File: src/rtl/spi_slave.sv
// SPI mode-0 slave with all pins oversampled in clk_i; 1-entry TX/RX holding registers.
// Optional feature: define SPI_SLAVE_OVERRUN_EN to drop words on overrun and flag rx_overrun_o.
module spi_slave #(
  parameter int                DATA_W  = 8,
  parameter logic [DATA_W-1:0] TX_IDLE = DATA_W'(8'hFF)
) (
  input  logic              clk_i,
  input  logic              rst_i,
  input  logic              sclk_i,
  input  logic              cs_i,
  input  logic              mosi_i,
  output logic              miso_o,
  input  logic [DATA_W-1:0] tx_data_i,
  input  logic              tx_load_i,
  output logic              tx_empty_o,
  output logic [DATA_W-1:0] rx_data_o,
  output logic              rx_valid_o,
  input  logic              rx_ready_i,
  output logic              busy_o,
  output logic              rx_overrun_o
);
  localparam int CNT_W = (DATA_W > 1) ? $clog2(DATA_W) : 1;

  typedef enum logic {ST_IDLE, ST_SHIFT} state_t;
  state_t state_q, state_d;

  logic [1:0]        sclk_s, cs_s, mosi_s;
  logic              sclk_q, cs_q;
  logic              sclk_rise, sclk_fall, cs_rise, cs_fall;
  logic [DATA_W-1:0] tx_hold, tx_sh, rx_sh;
  logic              tx_full;
  logic [CNT_W-1:0]  bit_cnt;
  logic              last_bit, frame_done, commit_q, hs;
  logic              tx_reload, do_rise, do_fall, abort;

  // [1] is the synchronised value; *_q is the edge-detect register behind it
  assign sclk_rise = sclk_s[1] & ~sclk_q;
  assign sclk_fall = ~sclk_s[1] & sclk_q;
  assign cs_rise   = cs_s[1] & ~cs_q;
  assign cs_fall   = ~cs_s[1] & cs_q;
  assign last_bit  = (bit_cnt == CNT_W'(DATA_W-1));
  assign hs        = rx_valid_o & rx_ready_i;
  assign tx_empty_o = ~tx_full;

  always_ff @(posedge clk_i) begin
    if (rst_i) state_q <= ST_IDLE;
    else       state_q <= state_d;
  end

  always_comb begin
    state_d   = state_q;
    busy_o    = 1'b0;
    miso_o    = 1'b0;
    tx_reload = 1'b0;
    do_rise   = 1'b0;
    do_fall   = 1'b0;
    abort     = 1'b0;
    case (state_q)
      ST_IDLE: begin
        if (cs_fall) begin
          state_d   = ST_SHIFT;
          tx_reload = 1'b1;
        end
      end
      ST_SHIFT: begin
        busy_o = 1'b1;
        miso_o = tx_sh[DATA_W-1];
        if (cs_rise) begin
          state_d = ST_IDLE;
          abort   = 1'b1;
        end else begin
          do_rise   = sclk_rise;
          do_fall   = sclk_fall;
          tx_reload = sclk_fall & frame_done;
        end
      end
      default: state_d = ST_IDLE;
    endcase
  end

  always_ff @(posedge clk_i) begin
    if (rst_i) begin
      sclk_s     <= 2'b00;
      cs_s       <= 2'b11;
      mosi_s     <= 2'b00;
      sclk_q     <= 1'b0;
      cs_q       <= 1'b1;
      tx_hold    <= '0;
      tx_full    <= 1'b0;
      tx_sh      <= '0;
      rx_sh      <= '0;
      bit_cnt    <= '0;
      frame_done <= 1'b0;
      commit_q   <= 1'b0;
    end else begin
      sclk_s <= {sclk_s[0], sclk_i};
      cs_s   <= {cs_s[0], cs_i};
      mosi_s <= {mosi_s[0], mosi_i};
      sclk_q <= sclk_s[1];
      cs_q   <= cs_s[1];

      if (tx_reload)    tx_sh <= tx_full ? tx_hold : TX_IDLE;
      else if (do_fall) tx_sh <= {tx_sh[DATA_W-2:0], 1'b0};

      // a load coinciding with a shifter reload keeps the new word pending
      if (tx_load_i) begin
        tx_hold <= tx_data_i;
        tx_full <= 1'b1;
      end else if (tx_reload) begin
        tx_full <= 1'b0;
      end

      if (abort) begin
        bit_cnt    <= '0;
        frame_done <= 1'b0;
      end else begin
        if (do_rise) begin
          rx_sh   <= {rx_sh[DATA_W-2:0], mosi_s[1]};
          bit_cnt <= last_bit ? '0 : bit_cnt + CNT_W'(1);
        end
        if (do_rise && last_bit) frame_done <= 1'b1;
        else if (do_fall)        frame_done <= 1'b0;
      end
      commit_q <= do_rise & last_bit;
    end
  end

`ifdef SPI_SLAVE_OVERRUN_EN
  always_ff @(posedge clk_i) begin
    if (rst_i) begin
      rx_data_o    <= '0;
      rx_valid_o   <= 1'b0;
      rx_overrun_o <= 1'b0;
    end else if (commit_q) begin
      if (rx_valid_o && !hs) begin
        rx_overrun_o <= 1'b1;
      end else begin
        rx_data_o  <= rx_sh;
        rx_valid_o <= 1'b1;
      end
    end else if (hs) begin
      rx_valid_o <= 1'b0;
    end
  end
`else
  assign rx_overrun_o = 1'b0;

  always_ff @(posedge clk_i) begin
    if (rst_i) begin
      rx_data_o  <= '0;
      rx_valid_o <= 1'b0;
    end else if (commit_q) begin
      rx_data_o  <= rx_sh;
      rx_valid_o <= 1'b1;
    end else if (hs) begin
      rx_valid_o <= 1'b0;
    end
  end
`endif

endmodule

File: config.mk
export PLATFORM = sky130hd
export DESIGN_NAME = spi_slave
export DESIGN_NICKNAME = d
export VERILOG_FILES = /design/src/rtl/spi_slave.sv
export SDC_FILE = /design/constraint.sdc
export NUM_CORES = 1
export LEC_CHECK = 0
export CAP_MARGIN = 20
export CELL_PAD_IN_SITES_DETAIL_PLACEMENT = 0
export CELL_PAD_IN_SITES_GLOBAL_PLACEMENT = 1
export CORE_MARGIN = 1.5
export CORE_UTILIZATION = 45
export CTS_BUF_LIST = sky130_fd_sc_hd__clkbuf_2
export DETAILED_ROUTE_END_ITERATION = 16
export DONT_BUFFER_PORTS = 1
export MAX_ROUTING_LAYER = met4
export PLACE_DENSITY_LB_ADDON = 0.1
export SLEW_MARGIN = 25
export SYNTH_ARGS = -nofsm -noshare
export SYNTH_HDL_FRONTEND = slang
export SYNTH_SLANG_ARGS = --single-unit
File: constraint.sdc
create_clock -name clk_i -period 4.1 [get_ports clk_i]
set_input_delay 0.82 -clock clk_i [delete_from_list [all_inputs] [get_ports clk_i]]
set_output_delay 0.82 -clock clk_i [all_outputs]
set_load 0.05 [all_outputs]
# --- After elaboration in Yosys (flattened, before gate mapping) ---
# Cells that the tools add are included.
word_totals:
  input_bits: 15
  out_inout_bits: 13
  word_cells: 61
  ff_bits: 48
classes:
  n_addsub: 1
  n_reduce_logical: 7
  bitwise: 14
  n_eq_ne: 1
  muxes: 23
op_table:
  columns: ["cell", "count"]
  rows:
  - ["8-bit 2-to-1 mux", 3]
  - ["1-bit 2-to-1 mux", 17]
  - ["2-bit nonzero test", 4]
  - ["1-bit AND", 7]
  - ["1-bit NOT", 7]
  - ["1-bit case mux with 2 select lines", 2]
  - ["3-bit by 1-bit adder with 3-bit output (second input constant)", 1]
  - ["3-bit equality test (second input constant)", 1]
  - ["3-bit 2-to-1 mux", 1]
  - ["2-bit AND reduction", 1]
  - ["2-bit OR reduction", 1]
  - ["1-bit logical AND", 1]

# --- Logic depth before layout (Yosys ltp) ---
logic_depth:
  word_depth: 7
  depth_mapped: 6
  ltp_nobuf: 5

# --- Worst setup path before layout ---
# OpenSTA, ideal clock, no wires.
synth_path:
  path_type: "register to output"
  from: "register state_q"
  to: "output port miso_o"
  n_path_buf: 1
  t_required_ns: 3.280
  stages_incl_launch_ff: 3
  arrival_time_ns: 1.262
  slack_ns: 2.018
  cell_sequence: "dfxtp_1 buf_6 and2_1"
synth_between:
  elab_chain_cells: 1
synth_lines:
  columns: ["item", "line", "source"]
  rows:
  - ["start, declared", "25", "state_t state_q, state_d;"]
  - ["start signal, assigned", "47", "else state_q <= state_d;"]
  - ["1-bit 2-to-1 mux", "58", "case (state_q)"]
  - ["end, declared", "12", "output logic miso_o,"]
# No other way between the ends.

# --- Final worst setup path ---
# Same ends and word-level chain as after synthesis.

==> impl_metrics.csv <==
group,metric,value,unit
outcome,status,"finished, final reports clean",
worst_setup_path,crit_slowest_cell,"dfxtp_1",
routing,firstDrtPassIters,4,
clocking,post-cts-setup-buffers,0,
cells_and_area,n_fill_cell,397,
worst_setup_path,reg2reg_depth,3,
power,seqPwrFrac,0.687,
cells_and_area,syn_to_final_growth,2.011,%
worst_setup_path,r2r_start,"state_q",
clocking,cts_tree,"done",
worst_setup_path,critical_path_buf_inv_count,0,
worst_setup_path,start_kind,"flip-flop",
clocking,clkTransAtPathRegs,0.23,ns
worst_setup_path,cpPeakStageDelay,0.92,ns
logic_synthesis,synth_top_area_frac,0.5147,
run,drv_cap,0,
placed_design,place_hpwl,2051,um
cells_and_area,drive_gt1_frac,0.06452,
clocking,worstSkewPairLatency,0.41,ns
logic_synthesis,synthCells,190,
routing,vias_per_cell,5.165,
logic_synthesis,synth_warnings,0,
die,die_x,67.41,um
power,power.internal,0.5348,mW
logic_synthesis,syn-num-nets,207,
logic_synthesis,synth_area,1867,um^2
worst_setup_path,worstSetupStartpoint,"state_q",
routing,wl,3046,um
timing,finalMaxSlewViolations,0,
timing,finalSetupViolCount,0,
worst_setup_path,cp_data_arrival_time,1.86,ns
logic_synthesis,synth_common_cells,"dfxtp_1 (48), nor2_1 (43), mux2i_1 (26), a21oi_1 (10), nand2_1 (9)",
worst_setup_path,path_cells,"and2_1",
worst_setup_path,crit_fanout,11,
global_route,antenna_found_initial,0,
routing,ant_nets,0,
timing,fin_tns_setup,0,ns
routing,wl_per_cell,12.91,um
die,die-height,67.41,um
clocking,cts.sinks,48,
cells_and_area,multi_input_area,823.3,um^2
power,p_switching,0.1744,mW
power,power_leakage,0.7962,nW
worst_setup_path,cp.depth,1,
logic_synthesis,synth.distinct_cells,34,
placed_design,place.gp.congestion,0.7335,
power,vdd_drop_max,0.0002111,V
timing,period_share,0.6536,
worst_setup_path,setup.worst_path.end,"miso_o",
worst_setup_path,worstSetupPathType,"flip-flop to primary output",
power,p_total,0.7092,mW
die,initial_core_util,0.4667,
clocking,ctsRootBufferMaster,"clkbuf_2",
logic_synthesis,ys_ff_latch,48,
timing,skew,0.009711,ns
timing,slew_headroom,0.4016,
global_route,global_route.overflow_total,0,
placed_design,dpl_cell_area,1862,um^2
routing,route.detailed.drc,0,
timing,fmax,0.3732,GHz
worst_setup_path,r2r_end,"bit_cnt[0]",
routing,first_iter_violations,49,
logic_synthesis,postSynthAreaPerCell,9.825,um^2
cells_and_area,instances_no_fill,236,
power,powerDensity,372.4,nW/um^2
cells_and_area,design_area,1904,um^2
clocking,cts_hold_buf,0,
power,swShare,0.2459,
worst_setup_path,endpoint_kind,"primary output",
timing,layout_min_cycle_time,2.680,ns
logic_synthesis,synthTopCellsByArea,"dfxtp_1 (51%), mux2i_1 (14%), nor2_1 (8.6%), a221o_1 (3.8%), a21oi_1 (2.7%)",
placed_design,dp_cells,228,
timing,rsz0062_at_grt,"false",
timing,hold_viol,0,
worst_setup_path,required,3.28,ns
hold_path,hp-class,"primary input to flip-flop",
logic_synthesis,synth_most_common_cell,"dfxtp_1",
logic_synthesis,ys_dominant_reg_cell,"dfxtp_1",
worst_setup_path,critPathTopFamily,"flip-flops",
clocking,numCtsBuffers,5,
clocking,cts_resized,0,
global_route,grt_pass1_vias,1104,
clocking,htreeDepth,2,
hold_path,hold_start,"rst_i",
power,power_frac_comb,0.049,
die,core_area,4000,um^2
clocking,clock_path_buffers,2,
global_route,grt_first_pass_wirelength,4981,um
logic_synthesis,async_flop_share,0,
cells_and_area,antenna_cells,0,
placed_design,port_buffers,0,
cells_and_area,seq_area,960.9,um^2
logic_synthesis,synth_seq_area_share,0.5147,
cells_and_area,final_nets,202,
logic_synthesis,synth_top_area_cell,"dfxtp_1",
global_route,grt_max_degree,46,
timing,tightest_slew,0.8976,ns
global_route,grt_use_total,0.1543,
power,pwr-share-clk,0.264,
routing,num_vias,1219,
logic_synthesis,synth_edf_count,0,
die,rows,23,
die,pin_count,28,
worst_setup_path,r2r_slack,1.69,ns
die,die_area,4544,um^2
-- per-stage QoR --
stage / hold slack (ns) / utilization / setup slack (ns)
4_1_cts: 0.4098 / 0.4761 / 1.386
3_5_place_dp: 0.4004 / 0.4654 / 1.699
2_1_floorplan: 0.3895 / - / 2.018
6_report: 0.4370 / 0.4761 / 1.420
3_3_place_gp: 0.3923 / 0.4654 / 1.761
5_1_grt: 0.3723 / 0.4761 / 1.309
-- flip-flops by register name (all words and copies together), names as in the netlist, 2 cells and up --
signal     flops
cs_s           2
rx_data_o      8
bit_cnt        3
mosi_s         2
rx_sh          8
sclk_s         2
tx_hold        8
tx_sh          8
-- cell usage in the layout (no fill, tap or decap), types with 2 or more instances in the layout --
| master | instances |
|---|---|
| mux2i_1 | 26 |
| or2_2 | 3 |
| o21ai_0 | 2 |
| nor2_1 | 43 |
| ha_1 | 2 |
| clkbuf_2 | 5 |
| a21oi_1 | 10 |
| a221o_1 | 7 |
| nand2_1 | 9 |
| dfxtp_1 | 48 |
| clkinv_1 | 2 |
| nor2b_1 | 7 |
| inv_1 | 3 |
-- metal layers --
layer  global-route usage  part of all wire  up-vias
met3              0.05333             0.051        4
li1                     -                 -      631
met1               0.1834              0.45      563
met5                    -                 0        -
met2               0.2364              0.48       21
met4              0.06888             0.017        0
-- worst min path at each step --
stage              endpoint  cells past startpoint  slack, ns
3_5_place_dp        cs_s[1]                      1       0.40
6_report           tx_sh[7]                      1       0.44
4_1_cts            tx_sh[0]                      1       0.41
2_1_floorplan       cs_s[1]                      1       0.39
3_3_place_gp        cs_s[1]                      1       0.39
5_1_grt        rx_data_o[7]                      1       0.37
-- final cells by class --
cell class,instances,share of cell area
clock buffer,5,0.01314
clock inverter,3,0.009198
inverter,4,0.007884
multi-input combinational,126,0.4323
sequential,48,0.5046
tap,50,0.03285
-- power by group through the flow --
stage	combinational [mW]	sequential (mW)	clock, mW
finish	0.0349	0.487	0.187
global route	0.0394	0.490	0.219
CTS	0.0356	0.488	0.199
detailed placement	0.0354	0.497	0
global placement	0.0346	0.496	0
floorplan	0.0416	0.494	0
-- cells by family after synthesis --
group	share of synthesized area
simple gates	0.1796
buf+inv	0.04423
flops	0.5147
mux	0.1394
fa+ha+maj	0.01876
compound gates	0.1012
other cells	0.002009
Power figures use the tool's default switching activity.
